$ cat config.mk
export PLATFORM = sky130hd
export DESIGN_NAME = clken_sched
export DESIGN_NICKNAME = d
export VERILOG_FILES = /design/src/rtl/clken_pkg.sv /design/src/rtl/clken_chan.sv /design/src/rtl/clken_sched.sv
export SDC_FILE = /design/constraint.sdc
export NUM_CORES = 1
export LEC_CHECK = 0
export ABC_AREA = 1
export BUFFER_PORTS_ARGS = -buffer_cell sky130_fd_sc_hd__buf_2
export CAP_MARGIN = 40
export CORE_ASPECT_RATIO = 1.1
export CORE_MARGIN = 8
export CORE_UTILIZATION = 30
export DETAILED_ROUTE_END_ITERATION = 8
export GPL_TIMING_DRIVEN = 0
export HOLD_SLACK_MARGIN = 0.08
export PLACE_DENSITY_LB_ADDON = 0.2
export SYNTH_ARGS = -nofsm -noshare
export SYNTH_HDL_FRONTEND = slang
export SYNTH_HIERARCHICAL = 1
export SYNTH_SLANG_ARGS = --single-unit
export TNS_END_PERCENT = 50
$ cat constraint.sdc
create_clock -name clk_i -period 5.4 [get_ports clk_i]
set_input_delay 0.27 -clock clk_i [delete_from_list [all_inputs] [get_ports clk_i]]
set_output_delay 0.27 -clock clk_i [all_outputs]
set_load 0.02 [all_outputs]
$ cat src/rtl/clken_pkg.sv
// Shared defaults, divisor type and 50 MHz board divisor constants for the
// clock-enable scheduler.
package clken_pkg;

    localparam int CNT_W_DEFAULT    = 24;
    localparam int CHANNELS_DEFAULT = 4;

    typedef logic [CNT_W_DEFAULT-1:0] clken_div_t;

    // Divisors from the 50 MHz system clock.
    localparam clken_div_t DIV_CPU6 = clken_div_t'(8);          // ~6.25 MHz
    localparam clken_div_t DIV_CPU8 = clken_div_t'(6);          // ~8.33 MHz
    localparam clken_div_t DIV_PS2  = clken_div_t'(5_000);      // 10 kHz
    localparam clken_div_t DIV_LED  = clken_div_t'(25_000_000); // 1 Hz phase

    // Channel-select width, never below one bit.
    function automatic int sel_w(input int n);
        return (n > 1) ? $clog2(n) : 1;
    endfunction

endpackage

$ cat src/rtl/clken_chan.sv
// One scheduler channel: period counter plus shadow divisor that is only
// swapped in at terminal count, so periods are never shortened or stretched.
module clken_chan
    import clken_pkg::*;
#(
    parameter int CNT_W = CNT_W_DEFAULT
) (
    input  logic             clk_i,
    input  logic             rst_i,
    input  logic             adv_i,
    input  logic             wr_i,
    input  logic [CNT_W-1:0] wr_div_i,
    output logic             tick_o,
    output logic             phase_o,
    output logic             pending_o
);

    logic [CNT_W-1:0] cnt_q, cnt_d;
    logic [CNT_W-1:0] div_q, div_d;
    logic [CNT_W-1:0] shadow_q, shadow_d;
    logic             pending_q, pending_d;
    logic             tick_q, tick_d;
    logic             phase_q, phase_d;
    logic             terminal;

    assign terminal = (div_q != '0) && (cnt_q == div_q - CNT_W'(1));

    // NOTE: every next-state signal is defaulted to its register first, so
    // no path through this block can infer a latch.
    always_comb begin
        cnt_d     = cnt_q;
        div_d     = div_q;
        shadow_d  = shadow_q;
        pending_d = pending_q;
        tick_d    = 1'b0;
        phase_d   = phase_q;

        if (adv_i && div_q != '0) begin
            if (terminal) begin
                cnt_d   = '0;
                tick_d  = 1'b1;
                phase_d = ~phase_q;
                if (pending_q) begin
                    div_d     = shadow_q;
                    pending_d = 1'b0;
                end
            end else begin
                cnt_d = cnt_q + CNT_W'(1);
            end
        end

        // A write is only ever accepted with pending_q low, so it cannot
        // collide with the shadow swap above.
        if (wr_i) begin
            if (div_q == '0) begin
                div_d = wr_div_i;
                cnt_d = '0;
            end else begin
                shadow_d  = wr_div_i;
                pending_d = 1'b1;
            end
        end
    end

    // NOTE: state registers use non-blocking assignments only.
    always_ff @(posedge clk_i) begin
        if (rst_i) begin
            cnt_q     <= '0;
            div_q     <= '0;
            shadow_q  <= '0;
            pending_q <= 1'b0;
            tick_q    <= 1'b0;
            phase_q   <= 1'b0;
        end else begin
            cnt_q     <= cnt_d;
            div_q     <= div_d;
            shadow_q  <= shadow_d;
            pending_q <= pending_d;
            tick_q    <= tick_d;
            phase_q   <= phase_d;
        end
    end

    assign tick_o    = tick_q;
    assign phase_o   = phase_q;
    assign pending_o = pending_q;

endmodule

$ cat src/rtl/clken_sched.sv
// Multi-channel clock-enable scheduler with valid/ready divisor config port.
// Optional single-step input is built when CLKEN_STEP_EN is defined.
module clken_sched
    import clken_pkg::*;
#(
    parameter int CHANNELS = CHANNELS_DEFAULT,
    parameter int CNT_W    = CNT_W_DEFAULT
) (
    input  logic                         clk_i,
    input  logic                         rst_i,
    input  logic                         run_i,
    input  logic                         cfg_valid_i,
    output logic                         cfg_ready_o,
    input  logic [sel_w(CHANNELS)-1:0]   cfg_sel_i,
    input  logic [CNT_W-1:0]             cfg_div_i,
`ifdef CLKEN_STEP_EN
    input  logic                         step_i,
`endif
    output logic [CHANNELS-1:0]          tick_o,
    output logic [CHANNELS-1:0]          phase_o,
    output logic [CHANNELS-1:0]          pending_o
);

    localparam int SEL_W = sel_w(CHANNELS);

    logic                  adv;
    logic                  wr_accept;
    logic [CHANNELS-1:0]   pend;
    logic [(1<<SEL_W)-1:0] pend_ext;

`ifdef CLKEN_STEP_EN
    assign adv = run_i | step_i;
`else
    assign adv = run_i;
`endif

    // Unpopulated select codes read as not pending, so they accept and drop.
    always_comb begin
        pend_ext                 = '0;
        pend_ext[CHANNELS-1:0]   = pend;
    end

    assign cfg_ready_o = ~pend_ext[cfg_sel_i];
    assign wr_accept   = cfg_valid_i & cfg_ready_o;
    assign pending_o   = pend;

    for (genvar c = 0; c < CHANNELS; c++) begin : g_chan
        clken_chan #(.CNT_W(CNT_W)) u_chan (
            .clk_i     (clk_i),
            .rst_i     (rst_i),
            .adv_i     (adv),
            .wr_i      (wr_accept && (cfg_sel_i == SEL_W'(c))),
            .wr_div_i  (cfg_div_i),
            .tick_o    (tick_o[c]),
            .phase_o   (phase_o[c]),
            .pending_o (pend[c])
        );
    end

endmodule

Word-level counts from Yosys, hierarchy flattened
Cells that the tools add are included.
{"block": "op_classes", "add_sub_neg": 8, "magnitude_cmp": 1, "eq_ne": 7, "n_mux": 58, "bitwise": 14, "n_reduce_logical": 33}
{"op": "two-way mux 24 bit", "n": 36}
{"op": "adder 24 x 1 -> 24 bit, second input constant", "n": 4}
{"op": "== test 24 bit", "n": 4}
{"op": "logical NOT 24 bit", "n": 4}
{"op": "nonzero test 24 bit", "n": 4}
{"op": "subtractor 24 x 1 -> 24 bit, second input constant", "n": 4}
{"op": "two-way mux 1 bit", "n": 21}
{"op": "AND reduction 2 bit", "n": 8}
{"op": "inverter 1 bit", "n": 13}
{"op": "logical AND 1 bit", "n": 12}
{"op": "OR reduction 2 bit", "n": 4}
{"op": "== test 2 bit, second input constant", "n": 2}
{"op": "< comparator 2 x 3 -> 1 bit, second input constant", "n": 1}
{"op": "binary-select mux 1 bit (select 2 bit)", "n": 1}
{"op": "== test 2 x 1 -> 1 bit, second input constant", "n": 1}
{"op": "logical NOT 2 bit", "n": 1}
{"op": "AND 1 bit", "n": 1}
{"block": "totals", "register_bits": 300, "inputBits": 30, "out_inout_bits": 13, "wordCells": 145}

Logic depth before layout (Yosys ltp)
Gate-level depths: netlist (run 1).
{"block": "depth", "word_depth": 7, "ltp_mapped": 20, "depth_no_buf": 19}

By module
Netlist (run 1), hierarchy kept.
{"module": "clken_chan (g_chan[0].u_chan ...)", "n_inst": 2, "cells_each": 723, "area_per_inst_um2": 4535.6, "seq_area_each_um2": 1501.4}
{"module": "clken_chan (g_chan[2].u_chan ...)", "n_inst": 2, "cells_each": 727, "area_per_inst_um2": 4530.6, "seq_area_each_um2": 1501.4}
{"module": "clken_sched", "n_inst": 1, "cells_each": 21, "area_per_inst_um2": 101.3, "seq_area_each_um2": 0.0}

Worst setup path after synthesis (run 1)
No wires, ideal clock.
{"block": "synth_path", "path_kind": "register to register", "startpoint": "register g_chan[0].u_chan.div_q[0]", "endpoint": "register g_chan[0].u_chan.cnt_q[16]", "setup_time_ps": 125, "arrival_ps": 2048, "required_time_ps": 5275, "slack_ps": 3227, "path_stages_with_launch": 18, "path_buffers": 2, "synth_period_minus_slack_ps": 2173, "cell_sequence": "dfxtp_1 -> inv_1 -> ha_1 -> nand2_2 -> nor2_4 -> buf_6 -> nand2_1 -> nand2_1 -> nand2_1 -> nor2_1 -> nand2_1 -> nor2_2 -> nand3_2 -> nor2_8 -> nand3_4 -> nand2_2 -> buf_4 -> nor3_1"}
{"block": "synth_between", "elab_chain_cells": 7, "elab_cells_between_ends": 10, "classes_between": "1 x add/sub; 1 x eq/ne; 4 x mux; 4 x reduce/logical"}
{"item": "start: declaration", "line": "clken_chan.sv:19", "text": "logic [CNT_W-1:0] div_q, div_d;"}
{"item": "start signal: assignment", "line": "clken_chan.sv:76", "text": "div_q <= div_d;"}
{"item": "subtractor 24 x 1 -> 24 bit", "line": "clken_chan.sv:26", "text": "assign terminal = (div_q != '0) && (cnt_q == div_q - CNT_W'(1));"}
{"item": "== test 24 bit", "line": "clken_chan.sv:26"}
{"item": "logical AND 1 bit", "line": "clken_chan.sv:26"}
{"item": "two-way mux 24 bit", "line": "clken_chan.sv:39", "text": "if (terminal) begin"}
{"item": "two-way mux 24 bit", "line": "clken_chan.sv:38", "text": "if (adv_i && div_q != '0) begin"}
{"item": "two-way mux 24 bit", "line": "clken_chan.sv:55", "text": "if (div_q == '0) begin"}
{"item": "two-way mux 24 bit *", "line": "clken_chan.sv:54", "text": "if (wr_i) begin"}
{"item": "end signal: assignment", "line": "clken_chan.sv:75", "text": "cnt_q <= cnt_d;"}
{"item": "end: declaration", "line": "clken_chan.sv:18", "text": "logic [CNT_W-1:0] cnt_q, cnt_d;"}
Every way passes the cells marked *; elsewhere a longest branch is shown, timed or not.
A chain may end at the register's enable or synchronous reset.

Worst setup path in the final report (run 1)
{"block": "layout_path", "startpoint": "register g_chan[1].u_chan.div_q[0]", "endpoint": "register g_chan[1].u_chan.cnt_q[16]"}
{"block": "layout_between", "elab_chain_cells": 7, "elab_cells_between_ends": 10, "classes_between": "1 x add/sub; 1 x eq/ne; 4 x mux; 4 x reduce/logical"}
{"item": "start: declaration", "line": "clken_chan.sv:19"}
{"item": "start signal: assignment", "line": "clken_chan.sv:76"}
{"item": "subtractor 24 x 1 -> 24 bit", "line": "clken_chan.sv:26"}
{"item": "== test 24 bit", "line": "clken_chan.sv:26"}
{"item": "logical AND 1 bit", "line": "clken_chan.sv:26"}
{"item": "two-way mux 24 bit", "line": "clken_chan.sv:39"}
{"item": "two-way mux 24 bit", "line": "clken_chan.sv:38"}
{"item": "two-way mux 24 bit", "line": "clken_chan.sv:55"}
{"item": "two-way mux 24 bit *", "line": "clken_chan.sv:54"}
{"item": "end signal: assignment", "line": "clken_chan.sv:75"}
{"item": "end: declaration", "line": "clken_chan.sv:18"}
Marks and branches as above.

==> results of run 1 <==
[worst paths after layout]
| check | slack [ns] | startpoint | end |
|---|---|---|---|
| worst max-delay path | 2.49 | g_chan[1].u_chan/div_q[0] | g_chan[1].u_chan/cnt_q[16] |
| worst min-delay path | 0.12 | cfg_div_i[14] | g_chan[0].u_chan/shadow_q[14] |
| worst max register to register | 2.49 | g_chan[1].u_chan/div_q[0] | g_chan[1].u_chan/cnt_q[16] |
| worst min register to register | 0.45 | g_chan[1].u_chan/shadow_q[23] | g_chan[1].u_chan/shadow_q[23] |
[worst max-delay path, cell delays in order, from the launching register on]
cell and delay (ns):
dfxtp_1 0.31, inv_1 0.14, ha_1 0.26, nand2_2 0.12
nor2_4 0.14, buf_6 0.15, inv_2 0.04, nand2_1 0.10
a21oi_1 0.08, nor2_1 0.17, nand3_1 0.14, nor2_4 0.35
nand3_4 0.19, nand2_2 0.25, buf_4 0.26, nor3_1 0.06
[state kept, by name (all words and copies together) (netlist names)]
| signal | count |
|---|---|
| g_chan.u_chan/pending_o | 4 |
| g_chan.u_chan/tick_o | 4 |
| g_chan.u_chan/div_q | 96 |
| g_chan.u_chan/shadow_q | 96 |
| g_chan.u_chan/cnt_q | 96 |
| g_chan.u_chan/phase_o | 4 |
[cells by family after synthesis]
family	count (synthesis)	share of synthesized area, %
simple gates	1754	43.48
buf+inv	509	11.30
flops	300	32.94
compound gates	256	7.136
xor+xnor	90	4.323
fa+ha+maj	12	0.8234
[metal layers]
metal	track usage [%]	share of wire (%)	vias up	routed length (um)
met3	2.532	3.7	84	2186
met4	6.006	3.4	0	2035
met5	0	0	-	0
met2	27.74	45	299	26440
li1	-	-	9448	-
met1	22.77	48	7907	28650
[where the power goes]
group	switching (mW)	internal, mW
combinational	3.03	1.50
sequential	0.276	2.51
clock	1.02	1.61
total	4.32	5.61
[synth_stat cells, drive strengths merged (12+ instances only)]
cell	count	share of area, %
nand2	766	16
nor2	438	10
inv	413	8.5
nand3	363	11
dfxtp	300	33
a21oi	132	3.7
o21ai	118	3.2
nand4	98	3.4
xor2	68	3.3
clkbuf	50	1.0
buf	42	1.7
nor3	42	1.3
xnor2	22	1.1
nand3b	14	0.58
nor3b	14	0.58
ha	12	0.82
[per-stage QoR]
step / utilization (%) / setup slack, ns / hold WS (ns) / total power, mW / instances
2_1_floorplan: - / 3.227 / 0.4084 / 6.240 / 2921
3_3_place_gp: 32.03 / 2.422 / 0.4426 / 7.345 / 3739
3_5_place_dp: 32.03 / 2.443 / 0.4480 / 7.355 / 3739
4_1_cts: 34.15 / 2.421 / 0.08037 / 10.03 / 3805
5_1_grt: 34.15 / 2.220 / 0.08787 / 10.85 / 3805
6_report: 34.15 / 2.485 / 0.1173 / 9.931 / 3806
[layout make-up]
class,count,area (sq um),share of cell area [%]
Clock buffer,49,1054,5.088
Tap cell,776,970.9,4.689
Antenna cell,1,2.502,0.01209
Clock inverter,14,203.9,0.9850
Sequential cell,300,6006,29.01
Inverter,417,1565,7.560
Buffer,92,495.5,2.393
Multi-Input combinational cell,2112,10170,49.11
Timing Repair Buffer,45,240.2,1.160
==> out/qor.csv, run 1 <==
stage;metric;value;unit
run_status;run status;complete, no violations;
yosys;Synth Register Bits;300;
critical_path;WP data arrival;3.33;ns
clocking;CTS Hold Bufs;3;
cells_and_area;synthesis-to-layout area growth;13.55;%
sta;skew final;0.01375;ns
grt;vias in the first global route;16711;
yosys;Yosys cell types;40;
cells_and_area;most frequent cells in the layout;nand2_1 (747), inv_1 (400), nor2_1 (396);
cells_and_area;Nets;3048;
yosys;Async SR Flop Fraction;0;%
clocking;Num CTS Buffers;38;
drt;initial DRC count;1255;
floorplanning;site row count;95;
hold_path;Hold Crit Class;input pin to register;
drt;Final ANT Viol Nets;0;
floorplanning;Die Wd;251.1;um
floorplanning;Initial Util;30.08;%
yosys;Post-Syn Instances;2921;
critical_path;FF-to-FF path depth;15;
critical_path;crit path kind;register to register;
sta;Slew Viols, Final;0;
sta;final setup violating endpoints;0;
sta;Max Fclk;343.1;MHz
power_and_ir_drop;Worst IR Drop VDD;204.7;uV
clocking;H-tree Lvls;2;
yosys;Main synth FF type;dfxtp_1;
cells_and_area;share of cells above drive strength 1;7.956;%
yosys;Mapped Area;0.01823;sq mm
drt;final wirelength;59310;um
drt;drt wl/cell;15.58;um
drt;DRC Markers;0;
sta;RSZ-0062 raised after global routing;false;
critical_path;Crit. End Element;register;
clocking;CTS max path bufs;3;
clocking;post-cts repair resize count;0;
grt;pin count of the biggest net entering global routing;13;
floorplanning;die height;274.6;um
sta;Slew HR;47.20;%
critical_path;CP Max Fanout;10;
sta;Final Hold Fails;0;
power_and_ir_drop;Lkg Pwr;10.09;nW
clocking;root buffer cell;clkbuf_16;
drt;total number of vias;17738;
grt;GRT Total Usage;17.03;%
hold_path;WHS Path Cells;3;
clocking;clk sink count;300;
yosys;synth warn;6;
clocking;Clock Latency Late Sink;0.56;ns
sta;Setup Total Neg Slack;0;ns
floorplanning;die area;0.06893;sq mm
sta;worst slew pin tran;0.7891;ns
yosys;mean post-synth cell area;6.242;sq um
critical_path;Startpoint Class;register;
yosys;post-synthesis sequential area ratio;32.94;%
run;maxcap violations;0;
cells_and_area;post-route cell area;0.02070;sq mm
clocking;clock slew at reported path FFs;0.06;ns
placed_design;IO Port Bufs;42;
power_and_ir_drop;Power Density;479.7;mW/mm^2
clocking;CTS tree;done;
grt;Overflow after GRT;0;
drt;vias per cell;4.661;
clocking;Setup Buffers After CTS;0;
placed_design;placed cell area;0.01941;sq mm
sta;Final min period;2.915;ns
critical_path;Worst EP required;5.82;ns
drt;1st-pass router iterations;5;
floorplanning;core area;0.06062;sq mm
cells_and_area;fill count;6825;
yosys;number of synthesized flops with an enable pin;0;
grt;first-pass GRT wire length;94290;um
placed_design;GP Congestion;0.8549;
grt;initial antenna violation count;3;
yosys;synthesized net count;2963;
sta;Tcrit/Tclk final;53.98;%
floorplanning;number of I/O pins;43;
cells_and_area;commonest non-fill, non-tap cell in the layout;nand2_1;
placed_design;DP HPWL;45840;um
No activity file was read; power rests on OpenSTA's default activity.
==> run 2, diff against run 1 <==
==> constraint.sdc (replaced) <==
create_clock -name clk_i -period 2.9 [get_ports clk_i]
set_input_delay 0.145 -clock clk_i [delete_from_list [all_inputs] [get_ports clk_i]]
set_output_delay 0.145 -clock clk_i [all_outputs]
set_load 0.02 [all_outputs]
==> out/qor.csv, run 2 (same netlist as run 1, synthesis figures left out) <==
stage;metric;value;unit;change
cells_and_area;commonest non-fill, non-tap cell in the layout;nand2_1;;
sta;worst slew pin tran;0.7981;ns;+0.008997 ns
clocking;H-tree Lvls;2;;unchanged
placed_design;Placed Cells;3739;;unchanged
floorplanning;Initial Util;30.08;%;unchanged
cells_and_area;most frequent cells in the layout;nand2_1 (746), inv_1 (399), nor2_1 (387);;
run_status;run status;complete, no violations;;
power_and_ir_drop;Worst IR Drop VDD;390.2;uV;+91%
grt;initial antenna violation count;3;;unchanged
placed_design;placed cell area;0.01941;sq mm;unchanged
critical_path;CP Launch Point;g_chan[0].u_chan/div_q[1];;
cells_and_area;synthesis-to-layout area growth;15.62;%;
placed_design;IO Port Bufs;42;;unchanged
clocking;Clock Latency Late Sink;0.56;ns;about the same
clocking;CTS tree;done;;
power_and_ir_drop;Internal;10.56;mW;+88%
drt;drt wl/cell;15.53;um;-0.34%
power_and_ir_drop;Power Density;884.7;mW/mm^2;+84%
drt;Final ANT Viol Nets;0;;unchanged
sta;Slew Viols, Final;0;;unchanged
sta;Final Hold Fails;0;;unchanged
hold_path;hold_sp;rst_i;;
placed_design;pre-CTS WS;-0.05669;ns;-2.500 ns
grt;GRT Total Usage;17.09;%;+0.060 points
drt;initial DRC count;1176;;-6.3%
power_and_ir_drop;Lkg Pwr;10.28;nW;+1.9%
sta;Setup Total Neg Slack;0;ns;unchanged
critical_path;crit path kind;register to register;;
cells_and_area;post-route cell area;0.02108;sq mm;+1.8%
critical_path;Worst EP required;3.35;ns;-2.47 ns
power_and_ir_drop;Sw Pwr;8.092;mW;+87%
clocking;clk sink count;300;;unchanged
hold_path;Hold Path Sink;g_chan[2].u_chan/div_q[15];;
sta;final setup violating endpoints;0;;unchanged
cells_and_area;Largest regs;g_chan.u_chan/cnt_q: 96 flops, g_chan.u_chan/div_q: 96 flops, g_chan.u_chan/shadow_q: 96 flops;;
grt;first-pass GRT wire length;94710;um;+0.45%
sta;Tcrit/Tclk final;92.52;%;+39 points
hold_path;WHS Path Cells;4;;+1
power_and_ir_drop;clock share of power;26.2;%;-0.2 points
hold_path;Hold Crit Class;input pin to register;;
critical_path;reg-to-reg critical path endpoint;g_chan[0].u_chan/div_q[0];;
power_and_ir_drop;Seq pwr share;27.8;%;-0.2 points
sta;skew final;0.01526;ns;+0.001511 ns
cells_and_area;Nets;3080;;+1.0%
sta;min setup slack post-route;0.2169;ns;-2.268 ns
floorplanning;number of I/O pins;43;;unchanged
drt;1st-pass router iterations;6;;+1
clocking;root buffer cell;clkbuf_16;;
floorplanning;site row count;95;;unchanged
drt;total number of vias;17866;;+0.72%
sta;Max Fclk;372.7;MHz;+8.6%
critical_path;Crit. End Element;register;;
critical_path;worst path buffer plus inverter count;3;;-1
critical_path;worst r2r src;g_chan[0].u_chan/div_q[1];;
placed_design;DP HPWL;45840;um;unchanged
clocking;clock slew at reported path FFs;0.06;ns;about the same
critical_path;crit-path cells;inv_1, ha_1, inv_1, nor2_1, nand2_1, nor2_1, nand3_2, nand2_1, nor2_1, clkbuf_1, nand4_1, nand3_1, nand2_1;;
critical_path;CP Max Fanout;10;;unchanged
sta;Final min period;2.683;ns;-0.2319 ns
cells_and_area;Layout Cells excl Fill;3838;;+0.84%
critical_path;slowest CP cell;nor2_1;;
clocking;Num CTS Buffers;38;;unchanged
clocking;CTS max path bufs;3;;unchanged
critical_path;FF-to-FF path depth;13;;-2
placed_design;GP Congestion;0.8549;;unchanged
grt;pin count of the biggest net entering global routing;13;;unchanged
critical_path;R2R Setup Slk;0.22;ns;-2.27 ns
critical_path;delay-heaviest family, CP;simple AND/OR/NAND/NOR gates;;
power_and_ir_drop;Switching Fraction;43.38;%;-0.11 points
critical_path;biggest cell delay along the critical path;0.54;ns;+0.19 ns
power_and_ir_drop;logic gate share of total power;46.0;%;+0.4 points
cells_and_area;fin util;34.78;%;+0.62 points
drt;final wirelength;59610;um;+0.50%
grt;Overflow after GRT;0;;unchanged
floorplanning;core area;0.06062;sq mm;unchanged
run;maxcap violations;0;;unchanged
grt;vias in the first global route;16802;;+0.54%
critical_path;Startpoint Class;register;;
floorplanning;die area;0.06893;sq mm;unchanged
critical_path;WP data arrival;3.13;ns;-0.20 ns
drt;DRC Markers;0;;unchanged
cells_and_area;share of cells above drive strength 1;8.755;%;+0.80 points
sta;RSZ-0062 raised after global routing;true;;
floorplanning;die height;274.6;um;unchanged
floorplanning;Die Wd;251.1;um;unchanged
drt;vias per cell;4.655;;-0.12%
sta;Slew HR;46.60;%;-0.60 points
## run 2: cell types whose count changed in the layout (fill, tap and decap cells not counted), moves of 2 or more
cell and change:
buf_4 +10, dlygate4sd3_1 +21, ha_1 -2, ha_2 +2, nor2_1 -9, nor2_2 +9, nor3_1 -2, nor3_4 +2
## run 2: per-stage QoR
stage,hold WS [ns],total power [mW]
detailed placement,0.4480,13.70
global placement,0.4426,13.68
floorplan,0.2834,11.62
finish,0.1139,18.65
CTS,0.08110,18.72
global route,0.1239,20.37
## run 2: layout make-up
| class | instances | area [sq um] |
|---|---|---|
| Clock buffer | 49 | 1054 |
| Tap cell | 776 | 970.9 |
| Multi-Input combinational cell | 2112 | 10240 |
| Timing Repair Buffer | 77 | 545.5 |
| Clock inverter | 14 | 203.9 |
| Antenna cell | 1 | 2.502 |
| Inverter | 417 | 1565 |
| Fill cell | 6806 | 39540 |
| Buffer | 92 | 496.7 |
| Sequential cell | 300 | 6006 |
## run 2: metal layers
| layer | track usage (%) | part of all wire [%] | routed length [um] |
|---|---|---|---|
| met2 | 28.01 | 45 | 26730 |
| met4 | 5.730 | 3.2 | 1920 |
| met5 | 0 | 0 | 0 |
| met3 | 2.475 | 3.8 | 2290 |
| met1 | 22.87 | 48 | 28670 |
## run 2: worst max path at each step
stage / cells past startpoint / slack (ns) / end
after CTS: 17 / 0.005 / g_chan[1].u_chan/cnt_q[21]
after global routing: 17 / -0.02 / g_chan[1].u_chan/cnt_q[23]
after global placement: 15 / -0.08 / g_chan[1].u_chan/cnt_q[16]
after detailed placement: 15 / -0.06 / g_chan[1].u_chan/cnt_q[16]
after floorplan: 17 / 0.73 / g_chan[0].u_chan/cnt_q[16]
final: 13 / 0.22 / g_chan[0].u_chan/div_q[0]
## run 2: what timing repair did
action	4_1_cts	5_1_grt
endpoints found under the setup margin	10	126
hold buffers	24	0
endpoints found under the hold margin	172	0
setup buffers	1	10
pin swaps	1	7
resized for setup	1	21
## run 2: worst reg2reg max path, stage by stage, from the launching register on
cell and delay (ns):
dfxtp_1 0.41, inv_1 0.09, ha_1 0.18, inv_1 0.08, nor2_1 0.05, nand2_1 0.06
nor2_1 0.05, nand3_2 0.14, nand2_1 0.17, nor2_1 0.54, clkbuf_1 0.41, nand4_1 0.22
nand3_1 0.13, nand2_1 0.05
## run 2: power by group through the flow
| stage | clock network [mW] | logic, mW | registers (mW) |
|---|---|---|---|
| 3_5_place_dp | 0 | 8.43 | 5.27 |
| 6_report | 4.88 | 8.58 | 5.18 |
| 3_3_place_gp | 0 | 8.41 | 5.26 |
| 4_1_cts | 5.03 | 8.51 | 5.18 |
| 2_1_floorplan | 0 | 6.54 | 5.08 |
| 5_1_grt | 5.19 | 9.93 | 5.26 |
